[src/rtl/add64_pkg.sv]
// Shared constants and state type for the sequential 64-bit slice adder.
package add64_pkg;

  localparam int unsigned WORD_W     = 64;
  localparam int unsigned SLICE_W    = 16;
  localparam int unsigned NUM_SLICES = 4;
  localparam int unsigned K_W        = $clog2(NUM_SLICES);

  typedef enum logic [1:0] {
    IDLE = 2'd0,
    BUSY = 2'd1,
    DONE = 2'd2
  } add64_state_t;

endpackage

[src/rtl/CLA_16.sv]
// 16-bit two-level carry-lookahead adder: four 4-bit groups with group
// propagate/generate, plus block-level px/gx for chaining by the caller.
module CLA_16 (
  input  logic [15:0] A,
  input  logic [15:0] B,
  input  logic        c0,
  output logic [15:0] S,
  output logic        px,
  output logic        gx
);

  logic [15:0] p, g, c;
  logic [3:0]  grp_p, grp_g, grp_c;

  assign p = A ^ B;
  assign g = A & B;

  // Group propagate/generate for each 4-bit group.
  always_comb begin
    grp_p = '0;
    grp_g = '0;
    for (int j = 0; j < 4; j++) begin
      grp_p[j] = &p[4*j +: 4];
      grp_g[j] = g[4*j+3]
               | (p[4*j+3] & g[4*j+2])
               | (p[4*j+3] & p[4*j+2] & g[4*j+1])
               | ((&p[4*j+1 +: 3]) & g[4*j]);
    end
  end

  // Group carries computed directly from c0 (lookahead, not rippled).
  always_comb begin
    grp_c[0] = c0;
    grp_c[1] = grp_g[0] | (grp_p[0] & c0);
    grp_c[2] = grp_g[1] | (grp_p[1] & grp_g[0]) | (grp_p[1] & grp_p[0] & c0);
    grp_c[3] = grp_g[2] | (grp_p[2] & grp_g[1]) | (grp_p[2] & grp_p[1] & grp_g[0])
             | (grp_p[2] & grp_p[1] & grp_p[0] & c0);
  end

  // Bit carries inside each group, seeded by that group's carry-in.
  always_comb begin
    c = '0;
    for (int j = 0; j < 4; j++) begin
      c[4*j] = grp_c[j];
      for (int i = 1; i < 4; i++) begin
        c[4*j+i] = g[4*j+i-1] | (p[4*j+i-1] & c[4*j+i-1]);
      end
    end
  end

  assign S  = p ^ c;
  assign px = &grp_p;
  assign gx = grp_g[3] | (grp_p[3] & grp_g[2]) | (grp_p[3] & grp_p[2] & grp_g[1])
            | (grp_p[3] & grp_p[2] & grp_p[1] & grp_g[0]);

endmodule

[src/rtl/add64_seq.sv]
// Sequential 64-bit adder: one 16-bit CLA slice per cycle, valid/ready on
// both sides. Optional overflow output enabled by macro ADD64_SEQ_OVF_EN;
// without it ovf is tied to 0.
module add64_seq
  import add64_pkg::*;
(
  input  logic        clk,
  input  logic        rst,
  input  logic        in_valid,
  output logic        in_ready,
  input  logic [63:0] a,
  input  logic [63:0] b,
  input  logic        cin,
  output logic        out_valid,
  input  logic        out_ready,
  output logic [63:0] sum,
  output logic        cout,
  output logic        ovf
);

  add64_state_t state_q, state_d;

  logic [WORD_W-1:0]  a_q, b_q, sum_q, sum_d;
  logic [K_W-1:0]     k_q;
  logic               carry_q;
  logic [SLICE_W-1:0] a_sl, b_sl, s_sl;
  logic               px, gx;
  logic               xfer, last_slice;

  assign xfer       = in_valid & in_ready;
  assign last_slice = (k_q == K_W'(NUM_SLICES - 1));

  // State register.
  always_ff @(posedge clk) begin
    if (rst) begin
      state_q <= IDLE;
    end else begin
      state_q <= state_d;
    end
  end

  // Next-state logic.
  always_comb begin
    state_d = state_q;
    unique case (state_q)
      IDLE:    if (in_valid)   state_d = BUSY;
      BUSY:    if (last_slice) state_d = DONE;
      DONE:    if (out_ready)  state_d = IDLE;
      default: state_d = IDLE;
    endcase
  end

  // Handshake outputs decoded from state.
  always_comb begin
    in_ready  = (state_q == IDLE);
    out_valid = (state_q == DONE);
  end

  // Select operand slice k for the shared CLA.
  always_comb begin
    a_sl = '0;
    b_sl = '0;
    for (int i = 0; i < NUM_SLICES; i++) begin
      if (k_q == K_W'(i)) begin
        a_sl = a_q[i*SLICE_W +: SLICE_W];
        b_sl = b_q[i*SLICE_W +: SLICE_W];
      end
    end
  end

  CLA_16 u_cla (
    .A  (a_sl),
    .B  (b_sl),
    .c0 (carry_q),
    .S  (s_sl),
    .px (px),
    .gx (gx)
  );

  // Merge the freshly computed slice into the result word.
  always_comb begin
    sum_d = sum_q;
    for (int i = 0; i < NUM_SLICES; i++) begin
      if (k_q == K_W'(i)) sum_d[i*SLICE_W +: SLICE_W] = s_sl;
    end
  end

  // Operand capture on transfer, one slice per BUSY cycle.
  always_ff @(posedge clk) begin
    if (rst) begin
      a_q     <= '0;
      b_q     <= '0;
      sum_q   <= '0;
      k_q     <= '0;
      carry_q <= 1'b0;
    end else if (xfer) begin
      a_q     <= a;
      b_q     <= b;
      k_q     <= '0;
      carry_q <= cin;
    end else if (state_q == BUSY) begin
      sum_q   <= sum_d;
      carry_q <= gx | (px & carry_q);
      k_q     <= k_q + K_W'(1);
    end
  end

  assign sum  = sum_q;
  // After the last slice the carry register holds the carry out of bit 63.
  assign cout = carry_q;

`ifdef ADD64_SEQ_OVF_EN
  logic ovf_q;

  // Overflow captured with the top slice, so it stays aligned with sum.
  always_ff @(posedge clk) begin
    if (rst) begin
      ovf_q <= 1'b0;
    end else if ((state_q == BUSY) && last_slice) begin
      ovf_q <= (a_q[WORD_W-1] == b_q[WORD_W-1]) & (s_sl[SLICE_W-1] != a_q[WORD_W-1]);
    end
  end

  assign ovf = ovf_q;
`else
  assign ovf = 1'b0;
`endif

endmodule

[config.mk]
export PLATFORM = sky130hd
export DESIGN_NAME = add64_seq
export DESIGN_NICKNAME = d
export VERILOG_FILES = /design/src/rtl/add64_pkg.sv /design/src/rtl/CLA_16.sv /design/src/rtl/add64_seq.sv
export SDC_FILE = /design/constraint.sdc
export NUM_CORES = 1
export LEC_CHECK = 0
export ABC_CLOCK_PERIOD_IN_PS = 7000
export BUFFER_PORTS_ARGS = -buffer_cell sky130_fd_sc_hd__buf_2
export CAP_MARGIN = 15
export CORE_ASPECT_RATIO = 2
export CORE_MARGIN = 4
export CORE_UTILIZATION = 56
export DETAILED_ROUTE_END_ITERATION = 10
export GPL_TIMING_DRIVEN = 0
export PLACE_DENSITY = 0.82
export SYNTH_ARGS = -nofsm -noshare
export SYNTH_HDL_FRONTEND = slang
export SYNTH_SLANG_ARGS = --single-unit
[constraint.sdc]
create_clock -name clk -period 7 [get_ports clk]
set_input_delay 0.7 -clock clk [delete_from_list [all_inputs] [get_ports clk]]
set_output_delay 0.7 -clock clk [all_outputs]
set_load 0.01 [all_outputs]
==> metrics.csv, run 1 <==
stage;metric;value;unit
run_status;status;completed;
cells_and_area;fillers;1390;
cells_and_area;syn_to_final_growth;20.8;%
cells_and_area;diodes;0;
timing;fmax;0.178;GHz
route;via_per_inst;5.57;
global_routing;grt-ovfl-total;0;
clocking;cts_resized;0;
global_routing;grt_pass1_vias;8684;
yosys;synth_seq_cells;197;
yosys;synth_seq_area_share;0.449;
worst_setup_path;crit_top_cell;a21oi_1;
global_routing;grt_antenna_before_repair;0;
floorplanning;dieArea;17900;um2
yosys;synth_area_per_cell;7.76;um2
timing;final.setup.tns;0;ns
hold_path;worstHoldPathCells;2;
clocking;clock_path_buffers;2;
yosys;synth-edff-count;0;
timing;skew;0.0130;ns
global_routing;grt_pass1_wl;42500;um
cells_and_area;drive_gt1_frac;0.208;
floorplanning;fp.dieW;96.6;um
timing;worst_hold_slack;0.454;ns
timing;fin_ws;1.38;ns
floorplanning;start_util;0.572;
route;wl_per_cell;17.8;um
clocking;clk_latency;0.45;ns
yosys;async_flop_share;0;
timing;finalSetupViolations;0;
power;ir_drop;0.000190;V
worst_setup_path;arrival;5.99;ns
cells_and_area;layout_commonest_cell;nand2_1;
hold_path;hold_path_class;flip-flop to flip-flop;
power;power;2.54;mW
power;p_leak;4.49;nW
clocking;cts.sinks;197;
worst_setup_path;cpMaxStageDelayCell;xnor2_1;
global_routing;grt_max_degree;21;
timing;fin_crit;5.62;ns
clocking;cts_hold_buf;0;
timing;rsz0062_at_grt;false;
route;antenna_left;0;
cells_and_area;nNetsFinal;1515;
place;gp_congestion;1.05;
route;vias;8702;
clocking;clkTransAtPathRegs;0.08;ns
timing;worstMarginPinSlew;0.733;ns
global_routing;grt.total_usage;0.317;
cells_and_area;finalNonFillerCells;1561;
yosys;yosysWarningCount;0;
worst_setup_path;critical_path_class;flip-flop to flip-flop;
place;dp_slack;1.53;ns
timing;fin_crit_sh;0.802;
cells_and_area;seq_area;3940;um2
timing;report.final.hold_viol_count;0;
route;drtIter0Drc;353;
yosys;synthesis.nets;1298;
yosys;synth_area;8790;um2
worst_setup_path;r2r_cells;18;
floorplanning;die_h;185;um
worst_setup_path;cp_max_fo;10;
cells_and_area;final_cell_mix;nand2_1 (348), a21oi_1 (243), buf_2 (231), dfxtp_1 (197), nor2_1 (71);
floorplanning;ios;201;
yosys;yosysUniqueCellTypes;35;
clocking;post-cts-setup-buffers;0;
place;placed_cells;1529;
timing;slew_headroom;0.511;
place;dp_hpwl;22700;um
yosys;synthCells;1133;
floorplanning;core_area;15400;um2
clocking;htree_levels;4;
worst_setup_path;cpPeakStageDelay;0.61;ns
clocking;cts_tree;built;
route;route.detailed.drc;0;
route;first_pass_iters;5;
route;wirelength;27800;um
run;drv_cap;0;
clocking;cts-buffers-inserted;17;
clocking;cts_root_buf;clkbuf_16;
power;cellPowerDensity;239;nW/um2
worst_setup_path;cp_cell_sequence;inv_1 -> ha_1 -> clkbuf_1 -> clkbuf_1 -> nand3b_1 -> a21oi_1 -> a21oi_1 -> o21ai_0 -> ha_1 -> a21oi_1 -> o21ai_0 -> inv_1 -> fa_1 -> fa_1 -> fa_1 -> xnor2_1 -> nand2_1 -> a21oi_1;
cells_and_area;multiInputGateArea;4320;um2
worst_setup_path;endpoint_kind;flip-flop;
place;portBuffers;198;
worst_setup_path;startpoint_type;flip-flop;
floorplanning;rows;64;
timing;final_max_slew_viol_count;0;
worst_setup_path;critPathRequiredTime;7.37;ns
yosys;ys.flop_type;dfxtp_1;
## kinds of logic (layout without fill, tap and decap cells)
kind of cell	Yosys count	in the layout	synth area share
adder cells (fa/ha/maj)	32	32	0.0558
buffers and inverters	100	330	0.0602
AO/OA/AOI/OAI	332	332	0.211
AND/OR/NAND/NOR	465	465	0.217
other	1	1	0.000427
XOR/XNOR	4	4	0.00399
flip-flops	197	197	0.449
multiplexers	2	2	0.00228
## state kept, by name, indices dropped and copies added (netlist names)
| name | cells |
|---|---|
| state_q | 2 |
| sum | 64 |
| a_q | 64 |
| k_q | 2 |
| b_q | 64 |
| cout | 1 |
## where the power goes
group,internal [mW],switching [mW],total (mW)
Clock,0.479,0.487,0.965
Sequential,1.18,0.0363,1.21
Combinational,0.139,0.225,0.364
## final cells by class
| class | count | share of cell area |
|---|---|---|
| tap | 198 | 0.0233 |
| clock inverter | 15 | 0.0153 |
| inverter | 8 | 0.00283 |
| buffer | 92 | 0.0470 |
| clock buffer | 17 | 0.0401 |
| multi-input combinational | 836 | 0.407 |
| timing repair buffer | 198 | 0.0934 |
| sequential | 197 | 0.372 |
## final timing paths
check        slack (ns)  startpoint       to
max                1.38      k_q[0]  sum[39]
max reg2reg        1.38      k_q[0]  sum[39]
min reg2reg        0.45      sum[3]   sum[3]
min                0.45      sum[3]   sum[3]
## critical path: cells and delay by family (launching register included)
kind / cells / cell delay (ns)
buffers and inverters: 4 / 1.08
XOR/XNOR: 1 / 0.61
adder cells (fa/ha/maj): 5 / 1.82
AND/OR/NAND/NOR: 2 / 0.29
AO/OA/AOI/OAI: 6 / 1.37
flip-flops: 1 / 0.36
## per-stage QoR
stage / instance area (um2) / utilization
3_5_place_dp: 10000 / 0.652
3_3_place_gp: 10000 / 0.652
4_1_cts: 10600 / 0.690
2_1_floorplan: 8790 / -
5_1_grt: 10600 / 0.690
6_report: 10600 / 0.690
## Yosys cell counts, types with 2 or more instances
cell      instances  area share
nand3b_1         32       0.027
inv_1             8      0.0034
buf_12            3      0.0068
a31oi_1           2      0.0014
a211oi_1         43       0.037
dfxtp_1         197        0.45
buf_8             3      0.0051
o21ai_0          16      0.0091
a21o_1           21       0.018
buf_1             6      0.0026
and2_1            2      0.0014
buf_4             6      0.0051
ha_1             20       0.028
nand3_1           4      0.0023
a21oi_1         243        0.14
buf_2            33       0.019
nor2_1           71       0.030
mux2i_1           2      0.0023
nand4_1           2      0.0014
nand2_1         348        0.15
and2_4            3      0.0030
xnor2_1           4      0.0040
fa_1             12       0.027
a211oi_2          2      0.0028
clkbuf_1         40       0.017
## metal layers
layer,vias up,share of wire,GRT usage
met1,3946,0.32,0.296
met4,0,0.094,0.271
li1,4234,-,-
met5,-,0,0
met2,372,0.53,0.571
met3,150,0.056,0.0516
No activity file was read; power rests on OpenSTA's default activity.
==> run 2, diff against run 1 <==
--- a/config.mk
+++ b/config.mk
@@ -5,15 +5,15 @@
 export SDC_FILE = /design/constraint.sdc
 export NUM_CORES = 1
 export LEC_CHECK = 0
-export ABC_CLOCK_PERIOD_IN_PS = 7000
+export ABC_CLOCK_PERIOD_IN_PS = 5800
 export BUFFER_PORTS_ARGS = -buffer_cell sky130_fd_sc_hd__buf_2
 export CAP_MARGIN = 15
 export CORE_ASPECT_RATIO = 2
 export CORE_MARGIN = 4
-export CORE_UTILIZATION = 56
+export CORE_UTILIZATION = 54
 export DETAILED_ROUTE_END_ITERATION = 10
 export GPL_TIMING_DRIVEN = 0
-export PLACE_DENSITY = 0.82
+export PLACE_DENSITY = 0.8
 export SYNTH_ARGS = -nofsm -noshare
 export SYNTH_HDL_FRONTEND = slang
 export SYNTH_SLANG_ARGS = --single-unit
==> constraint.sdc (replaced) <==
create_clock -name clk -period 5.8 [get_ports clk]
set_input_delay 0.58 -clock clk [delete_from_list [all_inputs] [get_ports clk]]
set_output_delay 0.58 -clock clk [all_outputs]
set_load 0.01 [all_outputs]
==> run 2 against run 1 <==
Clock power rose by 26%. Via count is 1.8% lower. Combinational power up 22%. Final area up 0.13%. Core utilization fell by 2.0 points. Wire length up 0.41%. Setup slack worse by 0.89 ns. Register-to-register slack worse by 0.89 ns. Sequential power up 21%. Critical path type unchanged. Critical endpoint unchanged. Largest cell class unchanged.
==> metrics.csv, run 2 (synthesis results as in run 1) <==
stage;metric;value;unit;change
worst_setup_path;cp_max_fo;10;;unchanged
timing;worstMarginPinSlew;0.721;ns;-0.0117 ns
global_routing;grt-ovfl-total;0;;unchanged
worst_setup_path;startpoint_type;flip-flop;;
worst_setup_path;critPathRequiredTime;6.16;ns;-1.21 ns
hold_path;hold_start;a[18];;
timing;report.final.hold_viol_count;0;;unchanged
power;ir_drop;0.000240;V;+26%
place;dp_hpwl;22600;um;about the same
global_routing;grt_max_degree;18;;-14%
timing;fin_crit_sh;0.915;;+0.113
hold_path;whs_endpoint;a_q[18];;
global_routing;grt_pass1_vias;8622;;-0.71%
worst_setup_path;critical_path_class;flip-flop to flip-flop;;
clocking;clk_latency;0.44;ns;about the same
cells_and_area;post-route-util;0.670;;-0.0202
run;drv_cap;0;;unchanged
route;wl_per_cell;17.9;um;+0.28%
clocking;cts_tree;built;;
route;vias;8545;;-1.8%
clocking;cts_root_buf;clkbuf_16;;
route;antenna_left;0;;unchanged
floorplanning;ios;201;;unchanged
cells_and_area;nNetsFinal;1515;;unchanged
floorplanning;die_h;188;um;+1.8%
timing;skew;0.0123;ns;-0.000677 ns
global_routing;grt_pass1_wl;43300;um;+1.8%
timing;fmax;0.188;GHz;+5.8%
route;route.detailed.drc;0;;unchanged
power;p_sw_frac;0.273;;-0.0210
clocking;cts.sinks;197;;unchanged
clocking;cts-buffers-inserted;17;;unchanged
timing;final_max_slew_viol_count;0;;unchanged
global_routing;grt.total_usage;0.301;;-0.0161
worst_setup_path;r2r-end;sum[39];;
cells_and_area;diodes;0;;unchanged
route;via_per_inst;5.47;;-1.9%
worst_setup_path;arrival;5.67;ns;-0.32 ns
cells_and_area;final_cell_mix;nand2_1 (348), a21oi_1 (243), buf_2 (231), dfxtp_1 (197), nor2_1 (71);;
power;switchingPower;0.854;mW;+14%
power;combPwrFrac;0.142;;about the same
worst_setup_path;r2r_cells;18;;unchanged
cells_and_area;drive_gt1_frac;0.208;;about the same
place;placed_cells;1532;;+0.20%
floorplanning;dieArea;18500;um2;+3.5%
power;cellPowerDensity;294;nW/um2;+23%
timing;final.setup.tns;0;ns;unchanged
global_routing;grt_antenna_before_repair;0;;unchanged
timing;fin_crit;5.31;ns;-0.307 ns
route;wirelength;27900;um;+0.41%
place;gp_congestion;1.02;;-2.8%
route;first_pass_iters;4;;-1
run_status;status;completed;;
worst_setup_path;cpPeakStageDelay;0.61;ns;about the same
hold_path;hold_path_class;input pin to flip-flop;;
route;drtIter0Drc;401;;+14%
power;power.share.sequential;0.469;;-0.008
place;portBuffers;198;;unchanged
timing;finalSetupViolations;0;;unchanged
worst_setup_path;r2r_slack;0.49;ns;-0.89 ns
worst_setup_path;crit_top_cell;a21oi_1;;
power;power;3.12;mW;+23%
worst_setup_path;cp_cell_sequence;ha_1 -> buf_2 -> buf_2 -> buf_2 -> nand2_1 -> a21oi_1 -> a21oi_1 -> o21ai_0 -> ha_1 -> a21oi_1 -> o21ai_0 -> inv_1 -> fa_1 -> fa_1 -> fa_1 -> xnor2_1 -> nand2_1 -> a21oi_1;;
floorplanning;core_area;15900;um2;+3.1%
clocking;htree_levels;4;;unchanged
power;power.internal;2.27;mW;+27%
cells_and_area;syn_to_final_growth;20.9;%;
floorplanning;fp.dieW;98.2;um;+1.7%
power;p_clk_frac;0.389;;+0.009
worst_setup_path;endpoint_kind;flip-flop;;
clocking;clock_path_buffers;2;;unchanged
power;p_leak;4.51;nW;+0.38%
cells_and_area;layout_commonest_cell;nand2_1;;
cells_and_area;fillers;1499;;+7.8%
floorplanning;rows;65;;+1.6%
timing;slew_headroom;0.516;;+0.00438
worst_setup_path;r2r_start;k_q[0];;
worst_setup_path;cpMaxStageDelayCell;xnor2_1;;
cells_and_area;finalNonFillerCells;1563;;+0.13%
hold_path;worstHoldPathCells;3;;+1
clocking;clkTransAtPathRegs;0.07;ns;about the same
floorplanning;start_util;0.554;;-0.0175
timing;rsz0062_at_grt;false;;
==> run 2: cell types whose count changed in the layout (fill, tap and decap cells not counted) <==
| cell | delta |
|---|---|
| clkinv_2 | +4 |
| inv_8 | -4 |
| bufinv_16 | +3 |
| clkinv_4 | -3 |
| clkinv_8 | -3 |
| inv_6 | +3 |
| clkbuf_1 | -1 |
| clkbuf_2 | +1 |
| clkinvlp_4 | -1 |
==> run 2: worst max-delay path by stage <==
stage / endpoint / depth (start not counted) / startpoint / slack (ns)
after global placement: sum[39] / 18 / k_q[0] / 0.49
after floorplan: sum[15] / 15 / k_q[0] / 1.74
after global routing: sum[39] / 19 / k_q[1] / 0.15
final: sum[39] / 18 / k_q[0] / 0.49
after detailed placement: sum[39] / 18 / k_q[0] / 0.44
after CTS: sum[39] / 18 / k_q[0] / 0.41
==> run 2: layer usage <==
metal / global-route usage / up-vias / routed length (um)
li1: - / 4224 / -
met1: 0.286 / 3925 / 9340
met2: 0.570 / 289 / 15100
met3: 0.0348 / 107 / 1160
met4: 0.228 / 0 / 2360
met5: 0 / - / 0
==> run 2: stage by stage <==
stage                     hold WS [ns]  setup slack, ns  area, um2
after global routing             0.378            0.152      10600
final                            0.376            0.491      10600
after global placement           0.442            0.488      10000
after floorplan                  0.436             1.74       8790
after detailed placement         0.446            0.441      10000
after CTS                        0.364            0.406      10600
==> run 2: power groups by stage <==
stage	clock, mW	sequential (mW)	combinational (mW)
after floorplan	0	1.49	0.263
after global placement	0	1.49	0.433
after detailed placement	0	1.49	0.438
after CTS	1.22	1.46	0.441
after global routing	1.28	1.47	0.487
final	1.22	1.46	0.444
==> run 2: cell type report <==
| cell class | count | area (um2) | area share |
|---|---|---|---|
| Multi-Input combinational cell | 836 | 4320 | 0.406 |
| Sequential cell | 197 | 3940 | 0.371 |
| Timing Repair Buffer | 198 | 991 | 0.0932 |
| Buffer | 92 | 500 | 0.0471 |
| Clock buffer | 17 | 425 | 0.0400 |
| Tap cell | 201 | 251 | 0.0237 |
| Clock inverter | 14 | 171 | 0.0161 |
| Inverter | 8 | 30.0 | 0.00283 |
==> run 2: worst max-delay path, delay by kind of cell (launching register included) <==
family / cells / cell delay, ns
simple gates: 2 / 0.22
xor+xnor: 1 / 0.61
buf+inv: 4 / 0.89
fa+ha+maj: 5 / 1.88
flops: 1 / 0.40
compound gates: 6 / 1.23
==> run 2: repair_timing <==
| action | 4_1_cts | 5_1_grt |
|---|---|---|
| setup buffers | 0 | 0 |
| endpoints found under the setup margin | 0 | 3 |
| hold buffers | 0 | 0 |
| resized for setup | 0 | 2 |
